`config.mk`:
```
export PLATFORM = sky130hd
export DESIGN_NAME = axis_msg_stream_src
export DESIGN_NICKNAME = d
export VERILOG_FILES = /design/src/rtl/axis_src_pkg.sv /design/src/rtl/msg_buf_ram.sv /design/src/rtl/axis_msg_stream_src.sv
export SDC_FILE = /design/constraint.sdc
export NUM_CORES = 1
export LEC_CHECK = 0
export ABC_AREA = 1
export CAP_MARGIN = 20
export CORE_ASPECT_RATIO = 0.75
export CORE_MARGIN = 2
export CORE_UTILIZATION = 44
export CTS_CLUSTER_DIAMETER = 30
export DETAILED_ROUTE_END_ITERATION = 7
export RECOVER_POWER = 25
export SLEW_MARGIN = 15
export SYNTH_ARGS = -nofsm -noshare
export SYNTH_HDL_FRONTEND = slang
export SYNTH_SLANG_ARGS = --single-unit
```
`constraint.sdc`:
```
create_clock -name clk -period 4.46 [get_ports clk]
set_input_delay 0.669 -clock clk [delete_from_list [all_inputs] [get_ports clk]]
set_output_delay 0.669 -clock clk [all_outputs]
set_load 0.02 [all_outputs]
```
`src/rtl/axis_src_pkg.sv`:
```
// Shared types and helpers for the AXI-Stream message source.
package axis_src_pkg;

   typedef enum logic {
      IDLE   = 1'b0,
      STREAM = 1'b1
   } state_e;

   localparam int DEF_DEPTH = 16;
   localparam int ADDR_W    = $clog2(DEF_DEPTH);
   localparam int LEN_W     = ADDR_W + 1;

   // Packet length never exceeds the buffer size.
   function automatic int unsigned clamp_len(input int unsigned len, input int unsigned depth);
      return (len > depth) ? depth : len;
   endfunction

endpackage

```
`src/rtl/msg_buf_ram.sv`:
```
// Message buffer: DEPTH x WIDTH register array, synchronous write,
// asynchronous read, cleared by reset.
module msg_buf_ram #(
   parameter int WIDTH = 8,
   parameter int DEPTH = 16,
   localparam int AW   = $clog2(DEPTH)
) (
   input  logic             clk,
   input  logic             rst,
   input  logic             we,
   input  logic [AW-1:0]    wr_addr,
   input  logic [WIDTH-1:0] wr_data,
   input  logic [AW-1:0]    rd_addr,
   output logic [WIDTH-1:0] rd_data
);

   logic [WIDTH-1:0] mem_q [DEPTH];

   always_ff @(posedge clk or negedge rst) begin
      if (!rst) begin
         for (int i = 0; i < DEPTH; i++) mem_q[i] <= '0;
      end else if (we) begin
         mem_q[wr_addr] <= wr_data;
      end
   end

   assign rd_data = mem_q[rd_addr];

endmodule

```
`src/rtl/axis_msg_stream_src.sv`:
```
// AXI-Stream message source: replays a loaded buffer as one or more packets,
// with TLAST on the final beat of each pass.
module axis_msg_stream_src
   import axis_src_pkg::*;
#(
   parameter int WIDTH  = 8,
   parameter int DEPTH  = 16,
   parameter int PASS_W = 8
) (
   input  logic                      clk,
   input  logic                      rst,
   input  logic                      wr_en,
   input  logic [$clog2(DEPTH)-1:0]  wr_addr,
   input  logic [WIDTH-1:0]          wr_data,
   output logic                      wr_err,
   input  logic                      start,
   input  logic                      stop,
   input  logic [$clog2(DEPTH):0]    cfg_len,
   input  logic [PASS_W-1:0]         cfg_passes,
   output logic [WIDTH-1:0]          m_axis_data,
   output logic                      m_axis_valid,
   output logic                      m_axis_last,
   input  logic                      m_axis_ready,
   output logic                      busy,
   output logic                      done,
   output logic [PASS_W-1:0]         pass_cnt
);

   localparam int AW = $clog2(DEPTH);
   localparam int LW = AW + 1;

   state_e            state_q, state_d;
   logic [AW-1:0]     ptr_q, ptr_d;
   logic [LW-1:0]     len_q, len_d;
   logic [PASS_W-1:0] passes_q, passes_d;
   logic [PASS_W-1:0] pass_cnt_q, pass_cnt_d;
   logic              stop_pend_q, stop_pend_d;
   logic [WIDTH-1:0]  data_q, data_d;
   logic              valid_q, valid_d;
   logic              last_q, last_d;
   logic              done_q, done_d;
   logic              wr_err_q, wr_err_d;

   logic [WIDTH-1:0]  rd_data;
   logic              buf_we;
   logic              load_en;
   logic              hs;
   logic              ptr_at_last;
   logic              run_end;

   assign buf_we      = wr_en && (state_q == IDLE);
   assign load_en     = !valid_q || m_axis_ready;
   assign hs          = valid_q && m_axis_ready;
   assign ptr_at_last = ({1'b0, ptr_q} == (len_q - LW'(1)));

   msg_buf_ram #(
      .WIDTH (WIDTH),
      .DEPTH (DEPTH)
   ) u_buf (
      .clk     (clk),
      .rst     (rst),
      .we      (buf_we),
      .wr_addr (wr_addr),
      .wr_data (wr_data),
      .rd_addr (ptr_q),
      .rd_data (rd_data)
   );

   always_comb begin
      state_d     = state_q;
      ptr_d       = ptr_q;
      len_d       = len_q;
      passes_d    = passes_q;
      pass_cnt_d  = pass_cnt_q;
      stop_pend_d = stop_pend_q;
      data_d      = data_q;
      valid_d     = valid_q;
      last_d      = last_q;
      done_d      = 1'b0;
      wr_err_d    = 1'b0;
      run_end     = 1'b0;

      case (state_q)
         IDLE: begin
            stop_pend_d = 1'b0;
            if (start && (cfg_len != '0)) begin
               len_d      = LW'(clamp_len(32'(cfg_len), DEPTH));
               passes_d   = cfg_passes;
               pass_cnt_d = '0;
               ptr_d      = '0;
               state_d    = STREAM;
            end
         end
         STREAM: begin
            wr_err_d = wr_en;
            if (hs && last_q) begin
               pass_cnt_d = pass_cnt_q + PASS_W'(1);
               run_end    = stop_pend_q || stop ||
                            ((passes_q != '0) && ((pass_cnt_q + PASS_W'(1)) == passes_q));
            end
            if (run_end) begin
               // Final TLAST accepted: retire the stream without loading another beat.
               valid_d     = 1'b0;
               last_d      = 1'b0;
               done_d      = 1'b1;
               stop_pend_d = 1'b0;
               state_d     = IDLE;
            end else begin
               if (stop) stop_pend_d = 1'b1;
               if (load_en) begin
                  data_d  = rd_data;
                  valid_d = 1'b1;
                  last_d  = ptr_at_last;
                  ptr_d   = ptr_at_last ? '0 : ptr_q + AW'(1);
               end
            end
         end
         default: state_d = IDLE;
      endcase
   end

   always_ff @(posedge clk or negedge rst) begin
      if (!rst) begin
         state_q     <= IDLE;
         ptr_q       <= '0;
         len_q       <= '0;
         passes_q    <= '0;
         pass_cnt_q  <= '0;
         stop_pend_q <= 1'b0;
         data_q      <= '0;
         valid_q     <= 1'b0;
         last_q      <= 1'b0;
         done_q      <= 1'b0;
         wr_err_q    <= 1'b0;
      end else begin
         state_q     <= state_d;
         ptr_q       <= ptr_d;
         len_q       <= len_d;
         passes_q    <= passes_d;
         pass_cnt_q  <= pass_cnt_d;
         stop_pend_q <= stop_pend_d;
         data_q      <= data_d;
         valid_q     <= valid_d;
         last_q      <= last_d;
         done_q      <= done_d;
         wr_err_q    <= wr_err_d;
      end
   end

   assign m_axis_data  = data_q;
   assign m_axis_valid = valid_q;
   assign m_axis_last  = last_q;
   assign busy         = (state_q == STREAM);
   assign done         = done_q;
   assign wr_err       = wr_err_q;
   assign pass_cnt     = pass_cnt_q;

endmodule

```
Yosys cells after proc, flatten, opt, wreduce, memory -nomap -nowiden. Cells that the tools add are included.

Flip-flop bits (word level): 167. Input bits: 31. Output and inout bits: 21. Logic and storage cells: 93.

$add $sub $neg: 3. Magnitude comparators: 4. Eq/ne operators: 7. Mux-type cells: 30. Bitwise operators: 4. Reductions and logical operators: 18.

Operators with widths (count): 128-bit bitwise mux (1); 8-bit two-way mux (5); 8-bit binary-select mux with 4-bit select (1); 8-bit demux with 4-bit select (1); 4-bit two-way mux (4); 8-bit one-hot mux with 2 select lines (1); 1-bit two-way mux (13); 5-bit >= comparator, second input constant (2); 4-bit NOT with 5-bit output (2); 8-bit by 1-bit adder with 8-bit output, second input constant (1); 8-bit equality test (1); 4-bit one-hot mux with 2 select lines (1); 8-bit nonzero test (1); 1-bit logical AND (6); 2-bit by 1-bit != test with 1-bit output, second input constant (3); 2-bit AND reduction (3); 3-bit AND reduction (2); 4-bit by 5-bit equality test with 1-bit output (1); 5-bit > comparator, second input constant (1); 5-bit by 1-bit < comparator with 1-bit output, second input constant (1); 5-bit two-way mux (1); 5-bit nonzero test (1); 5-bit by 1-bit subtractor with 5-bit output, second input constant (1); 4-bit by 1-bit adder with 4-bit output, second input constant (1); 7 further kinds (11).

Logic depth before layout (Yosys ltp).
Word-level depth: 8. Mapped depth: 15. Depth with buffers taken out: 15.

Hierarchy. A second synthesis with hierarchy kept.

Cell total of the unflattened synthesis: 1125. Area total of the unflattened synthesis: 8335.5 um^2.

Modules (own cells, without submodules): msg_buf_ram (instances 1, cells each 850, area each 6271.0 um^2, seq. area each 3203.1 um^2); axis_msg_stream_src (instances 1, cells each 275, area each 2064.5 um^2, seq. area each 975.9 um^2).

Worst setup path before layout. No wires, ideal clock.

Path kind: reg2reg. From: reg pass_cnt_q[0] (netlist: pass_cnt[0]). To: reg data_q[1] (netlist: m_axis_data[1]). Library setup time: 0.117 ns. Arrival: 1.733 ns. Data required time: 4.343 ns. Path slack: 2.610 ns. Cell stages (with the launch flop): 14. Buffers on the path: 1. Clock period less this slack: 1.850 ns. Cells stage by stage: dfrtp_1 ha_1 nand3_1 nor2_1 nand2_1 nand3_1 nand2_1 nor2_1 nand3_1 nand2_1 nand2_2 buf_6 nand3_1 nand2_1.

Cells in the longest elaborated chain, start to end: 8.

RTL lines: start: declaration (RTL line axis_msg_stream_src.sv:36) `logic [PASS_W-1:0] pass_cnt_q, pass_cnt_d;`; start signal: assignment (RTL line axis_msg_stream_src.sv:140) `pass_cnt_q <= pass_cnt_d;`; 8-bit by 1-bit adder with 8-bit output (RTL line axis_msg_stream_src.sv:99) `((passes_q != '0) && ((pass_cnt_q + PASS_W'(1)) == passes_q));`; 8-bit equality test (RTL line axis_msg_stream_src.sv:99); 1-bit logical AND (RTL line axis_msg_stream_src.sv:99); 1-bit logical OR (RTL line axis_msg_stream_src.sv:98) `run_end = stop_pend_q || stop ||`; 1-bit two-way mux (RTL line axis_msg_stream_src.sv:96) `if (hs && last_q) begin`; 1-bit two-way mux (RTL line axis_msg_stream_src.sv:83) `case (state_q)`; 1-bit NOT (no line); 3-bit AND reduction (no line); end signal: assignment (RTL line axis_msg_stream_src.sv:142) `data_q <= data_d;`; end: declaration (RTL line axis_msg_stream_src.sv:38) `logic [WIDTH-1:0] data_q, data_d;`.

Every way passes these cells. The select of a mux whose other input is x is not followed. A chain may end at the register's enable or synchronous reset.

Final worst setup path.
From: reg pass_cnt_q[1] (netlist: pass_cnt[1]). To: reg valid_q (netlist: m_axis_valid).

Cells in the longest elaborated chain, start to end: 8. Elaborated cells on any way between the ends: 9. Classes of those cells: 1 x add/sub; 1 x eq/ne; 3 x mux; 4 x reduce/logical.

RTL lines: 8-bit by 1-bit adder with 8-bit output * (RTL line axis_msg_stream_src.sv:99); 8-bit equality test * (RTL line axis_msg_stream_src.sv:99); 1-bit logical AND * (RTL line axis_msg_stream_src.sv:99); 1-bit logical OR * (RTL line axis_msg_stream_src.sv:98); 1-bit two-way mux * (RTL line axis_msg_stream_src.sv:96); 1-bit two-way mux * (RTL line axis_msg_stream_src.sv:83); 2-bit nonzero test (no line); 2-bit AND reduction (no line); end signal: assignment (RTL line axis_msg_stream_src.sv:143) `valid_q <= valid_d;`; end: declaration (RTL line axis_msg_stream_src.sv:39) `logic valid_q, valid_d;`.

Every way passes the cells marked *; elsewhere a longest branch is shown, timed or not. The select of a mux whose other input is x is not followed.

==> flow_metrics.py <==
metrics = {
    "logic_synthesis": {
        "yosysWarnings": 0,
        "yosys.area_share.simple_pct": 21.22,
        "yosys.area.top_type": "dfrtp_1",
        "synth_top_area_share_pct": 53.77,
        "syn_area_per_cell_sq_um": 8.260,
        "synth_fa_ha_area_share_pct": 0.4829,
        "ys_seq_elements": 167,
        "synthXorXnorAreaFrac_pct": 0.8532,
        "async_reset_ff_share_pct": 100.0,
        "syn_area_sq_um": 7772,
        "yosys-top-cells-area": "dfrtp_1 (54%), o21ai_0 (14%), nand2_1 (11%)",
        "synth_cell_types": 32,
        "synth_compound_area_share_pct": 17.95,
        "muxShareOfSynthArea_pct": 0,
        "synth_top_family_by_area": "simple AND/OR/NAND/NOR gates",
        "synth_flop_cell": "dfrtp_1",
        "netlist_top_cells_count": "nand2_1 (232), o21ai_0 (219), dfrtp_1 (167), nor2_1 (91), inv_1 (53)",
        "synthCells": 941,
        "syn_nets": 975,
        "synth_edf_count": 0,
        "yosysSeqAreaShare_pct": 53.77,
        "synth.most_common_cell": "nand2_1",
    },
    "finish": {
        "nets": 1001,
        "areaGrowthSynthToFinish_pct": 16.36,
        "drive_above_1_share_pct": 5.822,
        "fin_area_sq_um": 9044,
        "fin_cells": 1221,
        "diodes": 0,
        "finish.utilization_pct": 51.84,
    },
    "floorplan": {
        "placementRows": 42,
        "start_util_pct": 44.55,
        "core_area_sq_um": 17450,
        "die_w_microns": 157.5,
        "die_h_microns": 119.1,
        "fp.dieArea_sq_um": 18750,
        "io_pins": 52,
    },
    "setup_path": {
        "slowest_stage": "dfrtp_1",
        "crit_top_cell": "nand2_1",
        "startpoint_type": "register",
        "end_kind": "register",
        "worstPathRequired_ns": 4.76,
        "crit_chain": "ha_1 -> inv_1 -> nand2_1 -> nand2_1 -> nor2_1 -> nand2_1 -> nor2_1 -> nand2_1 -> nor2_1 -> nand3_1 -> nand2_1 -> nand2_2 -> nand2_2 -> o21ai_0",
        "worstPathArrival_ns": 2.62,
        "criticalPathCategory": "reg2reg",
        "cp_max_fo": 11,
        "max_stage_delay_ns": 0.45,
    },
    "grt": {
        "grt_pass1_wl_mm": 33.77,
        "overflow": 0,
        "grt_use_total_pct": 23.65,
        "grt_pass1_vias": 5940,
        "grt_max_degree": 90,
        "antenna_found_initial": 0,
    },
    "clocking": {
        "cts_hold_buf": 0,
        "post_cts_buffers": 0,
        "clk_pin_slew_ns": 0.06,
        "cts.repair.resized": 0,
        "numCtsBuffers": 17,
        "clockRootBuffer": "clkbuf_16",
        "htree_num_levels": 4,
        "cts.sinks": 167,
        "cts_tree": "done",
        "clock_path_buffers": 2,
        "insertion_delay_ns": 0.43,
    },
    "route": {
        "routed_via_density": 5.329,
        "routedWlPerCell_microns": 17.43,
        "first_pass_iters": 5,
        "final_antenna_net_count": 0,
        "vias": 6507,
        "wirelength_mm": 21.28,
        "drtIter0Drc": 628,
        "drc": 0,
    },
    "timing": {
        "hold_slack_ns": 0.4712,
        "period_share_pct": 52.20,
        "setup_tns_ns": 0,
        "fin_crit_ns": 2.328,
        "slew_viol_final": 90,
        "rsz0062_at_grt": "false",
        "setup-violations-final": 0,
        "final-hold-violation-count": 0,
        "finClkSkew_ns": 0.007064,
        "slew_headroom_pct": -46.52,
        "worst_pin_slew_ns": 2.198,
        "fmax_ghz": 0.4295,
    },
    "outcome": {
        "status": "complete, but fails checks",
        "violations": "max-capacitance violations, max-slew violations",
    },
    "place": {
        "port_buffers": 51,
        "dp_cells": 1189,
        "dp_hpwl_mm": 13.35,
        "post_dp_cell_area_sq_um": 8413,
        "gp_congestion": 0.8778,
    },
    "min_path": {
        "hold_class": "reg2reg",
    },
    "power_and_ir_drop": {
        "power_density_nw_per_um2": 671.0,
        "max-vdd-ir-drop_mv": 0.3299,
        "p_leak_nw": 4.122,
    },
    "flow_run": {
        "drv_cap": 1,
    },
}
[layout make-up]
type,instances,area [sq um]
fill,1682,8403
sequential,167,4180
multi-input combinational,665,3148
timing repair buffer,60,593.1
clock buffer,24,491.7
tap,242,302.8
inverter,56,210.2
clock inverter,7,117.6
[worst paths after layout]
kind,start,end,slack [ns],cells after the start
worst max-delay path,pass_cnt[1]$_DFFE_PN0P_,m_axis_valid$_DFFE_PN0P_,2.13,14
worst min-delay path,m_axis_data[4]$_DFFE_PN0P_,m_axis_data[4]$_DFFE_PN0P_,0.47,2
worst max register to register,pass_cnt[1]$_DFFE_PN0P_,m_axis_valid$_DFFE_PN0P_,2.13,14
worst min register to register,m_axis_data[4]$_DFFE_PN0P_,m_axis_data[4]$_DFFE_PN0P_,0.47,2
max in group asynchronous,rst,ptr_q[0]$_DFFE_PN0P_,2.17,1
min in group asynchronous,rst,passes_q[1]$_DFFE_PN0P_,0.85,1
[worst max-delay path: cells and delay by family, from the launching register on]
family | cells | cell delay [ns]
AOI/OAI and AO/OA | 1 | 0.10
adders and majority gates | 1 | 0.33
buffers and inverters | 1 | 0.05
DFF | 1 | 0.45
and+or+nand+nor | 11 | 1.26
[logic make-up (layout without fill, tap and decap cells)]
family | after synthesis | after routing
buffers and inverters | 109 | 147
adders and majority gates | 3 | 3
and+or+nand+nor | 397 | 397
AOI/OAI and AO/OA | 259 | 259
DFF | 167 | 167
xor gates and xnor gates | 6 | 6
[routing by layer]
layer / vias to the layer above / track usage [%] / share of wire [%]
li1: 3197 / - / -
met1: 3097 / 37.61 / 51
met2: 191 / 32.18 / 41
met3: 22 / 5.677 / 7.0
met4: 0 / 5.625 / 1.5
met5: - / 0 / 0
[sequential cells by signal, summed over array words and instances (netlist names)]
name and count:
m_axis_data 8, passes_q 8, busy 1, u_buf.mem_q 128
ptr_q 4, m_axis_last 1, len_q 5, done 1
m_axis_valid 1, stop_pend_q 1, wr_err 1, pass_cnt 8
[power breakdown]
| group | internal (W) | switching [W] |
|---|---|---|
| Sequential | 0.00199 | 0.000308 |
| Clock | 0.000937 | 0.000597 |
| Combinational | 0.000821 | 0.00142 |
| Total | 0.00375 | 0.00232 |
[cells in the final DEF, fill, tap and decap left out, drive strengths merged]
cell	count
and2	1
bufinv	3
dfrtp	167
o221ai	20
nand2	238
ha	3
xnor3	1
nand3	45
clkinv	3
clkdlybuf4s50	49
buf	9
or2	1
a21oi	1
xor2	2
o22ai	17
clkbuf	25
o31ai	1
nand4	9
dlygate4sd3	1
nor2	94
nor3	9
o21ai	220
inv	54
clkinvlp	3
xnor2	3
[per-stage QoR]
stage / power, W / setup slack, ns
2_1_floorplan: 0.003768 / 2.610
5_1_grt: 0.006494 / 1.696
3_5_place_dp: 0.004493 / 1.818
6_report: 0.006068 / 2.132
4_1_cts: 0.006050 / 2.074
3_3_place_gp: 0.004467 / 1.874
No activity file was read; power rests on OpenSTA's default activity.
